===== src/rtl/seg_capture_monitor.sv =====
// rtl/seg_capture_monitor.sv - seven-segment capture, glitch filter, decode and FIFO
// Optional macro SEG_CAPTURE_DP_EN includes dp_in in the sampled word and rd_data[5].
module seg_capture_monitor #(
    parameter int STABLE_CYCLES = 4,
    parameter int DEPTH         = 8
) (
    input  logic                     clk,
    input  logic                     rst_n,
    input  logic                     ena,
    input  logic [6:0]               segments_in,
    input  logic                     dp_in,
    input  logic                     rd_ready,
    output logic                     rd_valid,
    output logic [5:0]               rd_data,
    output logic [$clog2(DEPTH):0]   fifo_count,
    output logic [7:0]               event_count,
    output logic                     overflow,
    input  logic                     clr_ovf
);
    localparam int AW = $clog2(DEPTH);
    localparam logic [7:0] STABLE = 8'(STABLE_CYCLES);

    logic       dp_eff;
`ifdef SEG_CAPTURE_DP_EN
    assign dp_eff = dp_in;
`else
    logic unused_dp;
    assign unused_dp = dp_in;
    assign dp_eff    = 1'b0;
`endif

    logic [7:0] pattern;
    logic [7:0] sample_reg;
    logic [7:0] cnt;
    logic [7:0] cnt_inc;
    logic [7:0] last_reg;
    logic       last_valid;
    logic       differs;
    logic       accept;
    logic       push_req;
    logic       push_ok;
    logic       pop;
    logic       full;
    logic [4:0] dec;
    logic [5:0] entry;
    logic [AW:0] wr_ptr;
    logic [AW:0] rd_ptr;
    logic [5:0] mem [DEPTH];

    // Returns {invalid, digit}; anything outside the 16 hex glyphs is invalid.
    function automatic logic [4:0] decode(input logic [6:0] s);
        case (s)
            7'h3F: decode = 5'h00;
            7'h06: decode = 5'h01;
            7'h5B: decode = 5'h02;
            7'h4F: decode = 5'h03;
            7'h66: decode = 5'h04;
            7'h6D: decode = 5'h05;
            7'h7D: decode = 5'h06;
            7'h07: decode = 5'h07;
            7'h7F: decode = 5'h08;
            7'h6F: decode = 5'h09;
            7'h77: decode = 5'h0A;
            7'h7C: decode = 5'h0B;
            7'h39: decode = 5'h0C;
            7'h5E: decode = 5'h0D;
            7'h79: decode = 5'h0E;
            7'h71: decode = 5'h0F;
            default: decode = 5'h10;
        endcase
    endfunction

    assign pattern  = {dp_eff, segments_in};
    assign differs  = (pattern != sample_reg);
    assign cnt_inc  = (cnt == STABLE) ? cnt : cnt + 8'd1;
    // A new pattern counts as its first stable edge, so STABLE_CYCLES=1 accepts immediately.
    assign accept   = ena && (differs ? (STABLE == 8'd1)
                                      : ((cnt != STABLE) && (cnt_inc == STABLE)));
    assign push_req = accept && (!last_valid || (last_reg != pattern));
    assign dec      = decode(pattern[6:0]);
    assign entry    = {pattern[7], dec};

    assign fifo_count = wr_ptr - rd_ptr;
    assign full       = fifo_count[AW];
    assign rd_valid   = (wr_ptr != rd_ptr);
    assign pop        = rd_valid && rd_ready;
    assign push_ok    = push_req && (!full || pop);
    assign rd_data    = rd_valid ? mem[rd_ptr[AW-1:0]] : 6'd0;

    always_ff @(posedge clk or negedge rst_n) begin
        if (!rst_n) begin
            sample_reg  <= 8'd0;
            cnt         <= 8'd0;
            last_reg    <= 8'd0;
            last_valid  <= 1'b0;
            wr_ptr      <= '0;
            rd_ptr      <= '0;
            event_count <= 8'd0;
            overflow    <= 1'b0;
        end else begin
            if (ena) begin
                if (differs) begin
                    sample_reg <= pattern;
                    cnt        <= 8'd1;
                end else begin
                    cnt <= cnt_inc;
                end
            end
            if (push_req) begin
                last_reg    <= pattern;
                last_valid  <= 1'b1;
                event_count <= event_count + 8'd1;
            end
            if (push_ok) wr_ptr <= wr_ptr + 1'b1;
            if (pop)     rd_ptr <= rd_ptr + 1'b1;
            if (push_req && full && !pop) overflow <= 1'b1;
            else if (clr_ovf)             overflow <= 1'b0;
        end
    end

    // Storage needs no reset; rd_data is masked while empty.
    always_ff @(posedge clk) begin
        if (push_ok) mem[wr_ptr[AW-1:0]] <= entry;
    end
endmodule


===== config.mk =====
export PLATFORM = sky130hd
export DESIGN_NAME = seg_capture_monitor
export DESIGN_NICKNAME = d
export VERILOG_FILES = /design/src/rtl/seg_capture_monitor.sv
export SDC_FILE = /design/constraint.sdc
export NUM_CORES = 1
export LEC_CHECK = 0
export ABC_CLOCK_PERIOD_IN_PS = 7730
export CELL_PAD_IN_SITES_DETAIL_PLACEMENT = 0
export CELL_PAD_IN_SITES_GLOBAL_PLACEMENT = 2
export CORE_MARGIN = 1.5
export CORE_UTILIZATION = 43
export DETAILED_ROUTE_END_ITERATION = 8
export GPL_TIMING_DRIVEN = 0
export PLACE_DENSITY = 0.86
export SETUP_SLACK_MARGIN = 0.02
export SYNTH_ARGS = -nofsm -noshare
export SYNTH_HDL_FRONTEND = slang
export SYNTH_SLANG_ARGS = --single-unit
export TNS_END_PERCENT = 1

===== constraint.sdc =====
create_clock -name clk -period 7.73 [get_ports clk]
set_clock_uncertainty 0.05 [all_clocks]
set_input_delay 1.1595 -clock clk [delete_from_list [all_inputs] [get_ports clk]]
set_output_delay 1.1595 -clock clk [all_outputs]
set_load 0.01 [all_outputs]

==> flow_summary.ini <==
[finish]
largest_reg_flops = 40
syn_to_final_growth_pct = 16.4
num_antenna_cells = 0
finish.net_count = 401
ratio_of_cells_with_drive_above_1_in_the_final_layout = 0.161
final_core_util = 0.518
final_cell_area_mm2 = 0.00479

[route]
drt_pass_1_iters = 4
route.antenna.remaining_nets = 0
finalWirelength_mm = 8.33
routedWlPerCell_um = 16.2
vias = 2713
route.detailed.drc = 0
drt_iter0_markers = 133
post_drt_via_cell_ratio = 5.29

[worst_setup_path]
path_cells = buf_1 > inv_1 > ha_1 > nand3_1 > nor2_1 > inv_1 > clkdlybuf4s50_1
worst_ep_required_time_ns = 6.52
arrival_time_of_the_worst_setup_path_ns = 2.99
worst_path_max_delay_cell = sky130_fd_sc_hd__buf_1
path_class = flop to output port
cp_num_buf_inv = 4
cpLargestDelayFamily = buffers and inverters
crit_path_max_incr_delay_ns = 0.54
end_kind = output port
cp_max_fo = 10
worstSetupStartpointType = flop
path_common_cell = sky130_fd_sc_hd__inv_1

[timing]
min_period_ns = 4.20
tns_ns = 0
final_max_slew_viol_count = 0
finalCritPeriodShare = 0.544
timing.final.ws_setup_ns = 3.53
fmax_mhz = 238
report.final.hold_viol_count = 0
grt_setup_unrepaired = no
worst-slew-pin-transition_ns = 1.17
slew_headroom = 0.212
count_of_endpoints_failing_setup_in_the_final_report = 0

[clock_tree]
cts.repair.resized = 0
numClockSinks = 80
postCtsHoldBufs = 0
post_cts.repair.setup_buffers = 0
worst_setup_hold_path_clk_slew_ns = 0.09
cts_buffers = 9
tritoncts = yes
clkLatencyLatePin_ns = 0.35
ctsLongestPathBuffers = 2
cts.htree.levels = 3
clock_tree.root_cell = sky130_fd_sc_hd__clkbuf_8

[grt]
grt_max_degree = 29
grt_pass1_wl_mm = 13.9
global_route_overflow = 0
first_global_vias = 2716
global_route.usage.total = 0.182
antenna_violations_before_repair = 0

[yosys]
post_synth_num_cell_types = 57
synth.top_cells.by_area = sky130_fd_sc_hd__edfxtp_1 (29%), sky130_fd_sc_hd__dfrtp_1 (24%), sky130_fd_sc_hd__mux4_2 (5.5%), sky130_fd_sc_hd__mux2_2 (4.4%), sky130_fd_sc_hd__xnor2_1 (3.2%)
synth-simple-area-share = 0.138
seq_area_frac_synth = 0.535
synth_top_flop_cell = sky130_fd_sc_hd__edfxtp_1
synth-edff-count = 40
synth_top_family_by_area = simple AND/OR/NAND/NOR gates
synth-seq-cells = 80
synth_top_cell_by_area = sky130_fd_sc_hd__edfxtp_1
ys_async_sr_fraction = 0.500
synth_fp_nets = 362
synth.top_cells.by_count = sky130_fd_sc_hd__dfrtp_1 (40), sky130_fd_sc_hd__edfxtp_1 (40), sky130_fd_sc_hd__nand2_1 (32)
synth_warnings = 0
post_synth_mux_area_share = 0.101
synth_compound_area_frac = 0.0860
synthesis.area_mm2 = 0.00412
yosys.area_share.adder = 0.0292
syn_avg_cell_area_um2 = 12.1
synthXorXnorAreaFrac = 0.0638
synthDominantCellAreaShare = 0.292
post_synth_inst_count = 340

[floorplanning]
rows = 35
core_footprint_mm2 = 0.00924
io-pin-count = 33
die_width_um = 101
fp.dieArea_mm2 = 0.0102
floorplan.die.height_um = 101
start_util = 0.445

[power_and_ir_drop]
pwr_density_cell_mw_per_mm2 = 248
irDropWorstVdd_mv = 0.100
p_leak_nw = 1.81

[hold_path]
hp-class = flop to flop

[flow_run]
count_of_max_cap_constraint_violations = 0

[placement]
dp.final_hpwl_mm = 5.87
place_ws_ns = 3.13
area_of_placed_instances_mm2 = 0.00456
gp_routability_congestion = 0.773
portBuffers = 27

[run_status]
outcome = finished clean
## worst paths after layout
path                                            start                          to  slack [ns]  cells after the start
max reg2reg                     rd_ptr[1]$_DFFE_PN0P_         mem[5][3]$_DFFE_PP_        3.98                      9
min                        event_count[7]$_DFFE_PN0P_  event_count[7]$_DFFE_PN0P_        0.43                      1
max in group asynchronous                       rst_n     last_reg[2]$_DFFE_PN0P_        6.51                      2
min reg2reg                event_count[7]$_DFFE_PN0P_  event_count[7]$_DFFE_PN0P_        0.43                      1
max                             rd_ptr[1]$_DFFE_PN0P_                    rd_valid        3.53                      7
min in group asynchronous                       rst_n   sample_reg[3]$_DFFE_PN0P_        0.65                      1
## power breakdown
part           leakage (nW)  internal (W)  switching, W
clock network         0.116      0.000187      0.000165
logic                 0.824      0.000181      0.000172
registers             0.866      0.000464     0.0000195
## cells by family after synthesis
logic type / count (synthesis)
xor+xnor: 30
fa+ha+maj: 9
other cells: 1
simple gates: 100
buf+inv: 42
compound gates: 51
flops: 80
mux: 27
## metal layers
| metal | global-route usage | up-vias | routed length [um] | share of wire |
|---|---|---|---|---|
| met4 | 0.0628 | 0 | 138 | 0.017 |
| li1 | - | 1307 | - | - |
| met5 | 0 | - | 0 | 0 |
| met2 | 0.287 | 50 | 4010 | 0.48 |
| met3 | 0.0402 | 11 | 247 | 0.030 |
| met1 | 0.249 | 1345 | 3940 | 0.47 |
## worst reg2reg max path, stage by stage, from the launching register on
cell and delay (ns):
sky130_fd_sc_hd__dfrtp_1 0.49, sky130_fd_sc_hd__buf_1 0.54, sky130_fd_sc_hd__inv_1 0.15, sky130_fd_sc_hd__ha_1 0.31
sky130_fd_sc_hd__nor2b_1 0.13, sky130_fd_sc_hd__o21ai_0 0.21, sky130_fd_sc_hd__nand3_1 0.12, sky130_fd_sc_hd__nand3_1 0.22
sky130_fd_sc_hd__or3b_4 0.44, sky130_fd_sc_hd__nor3_1 0.71
## final cells by class
cell class	count	area (um2)
buffer	22	115
clock buffer	9	124
clock inverter	7	103
fill	845	4450
inverter	20	75.1
multi-input combinational	218	1720
sequential	80	2200
tap	129	161
timing repair buffer	28	285
## cell usage in the layout (no fill, tap or decap), types with 6 or more instances in the layout
master,Yosys,final
sky130_fd_sc_hd__xor2_1,15,15
sky130_fd_sc_hd__nand3_1,11,11
sky130_fd_sc_hd__clkdlybuf4s50_1,0,26
sky130_fd_sc_hd__nor2_1,13,13
sky130_fd_sc_hd__nor3_1,10,10
sky130_fd_sc_hd__a21oi_1,11,11
sky130_fd_sc_hd__clkbuf_8,0,9
sky130_fd_sc_hd__edfxtp_1,40,40
sky130_fd_sc_hd__mux4_2,10,10
sky130_fd_sc_hd__nand2_1,32,32
sky130_fd_sc_hd__o22ai_1,6,6
sky130_fd_sc_hd__ha_1,8,8
sky130_fd_sc_hd__clkbuf_1,13,13
sky130_fd_sc_hd__xnor2_1,15,15
sky130_fd_sc_hd__mux2_2,16,16
sky130_fd_sc_hd__inv_1,20,20
sky130_fd_sc_hd__o21ai_0,13,13
sky130_fd_sc_hd__dfrtp_1,40,40
## per-stage QoR
step           std cells  total power [W]  hold WS, ns
2_1_floorplan        340         0.000707        0.391
3_3_place_gp         496         0.000843        0.414
3_5_place_dp         497         0.000848        0.415
4_1_cts              513          0.00120        0.437
5_1_grt              513          0.00125        0.466
6_report             513          0.00119        0.433
(Power assumes the default switching activity.)
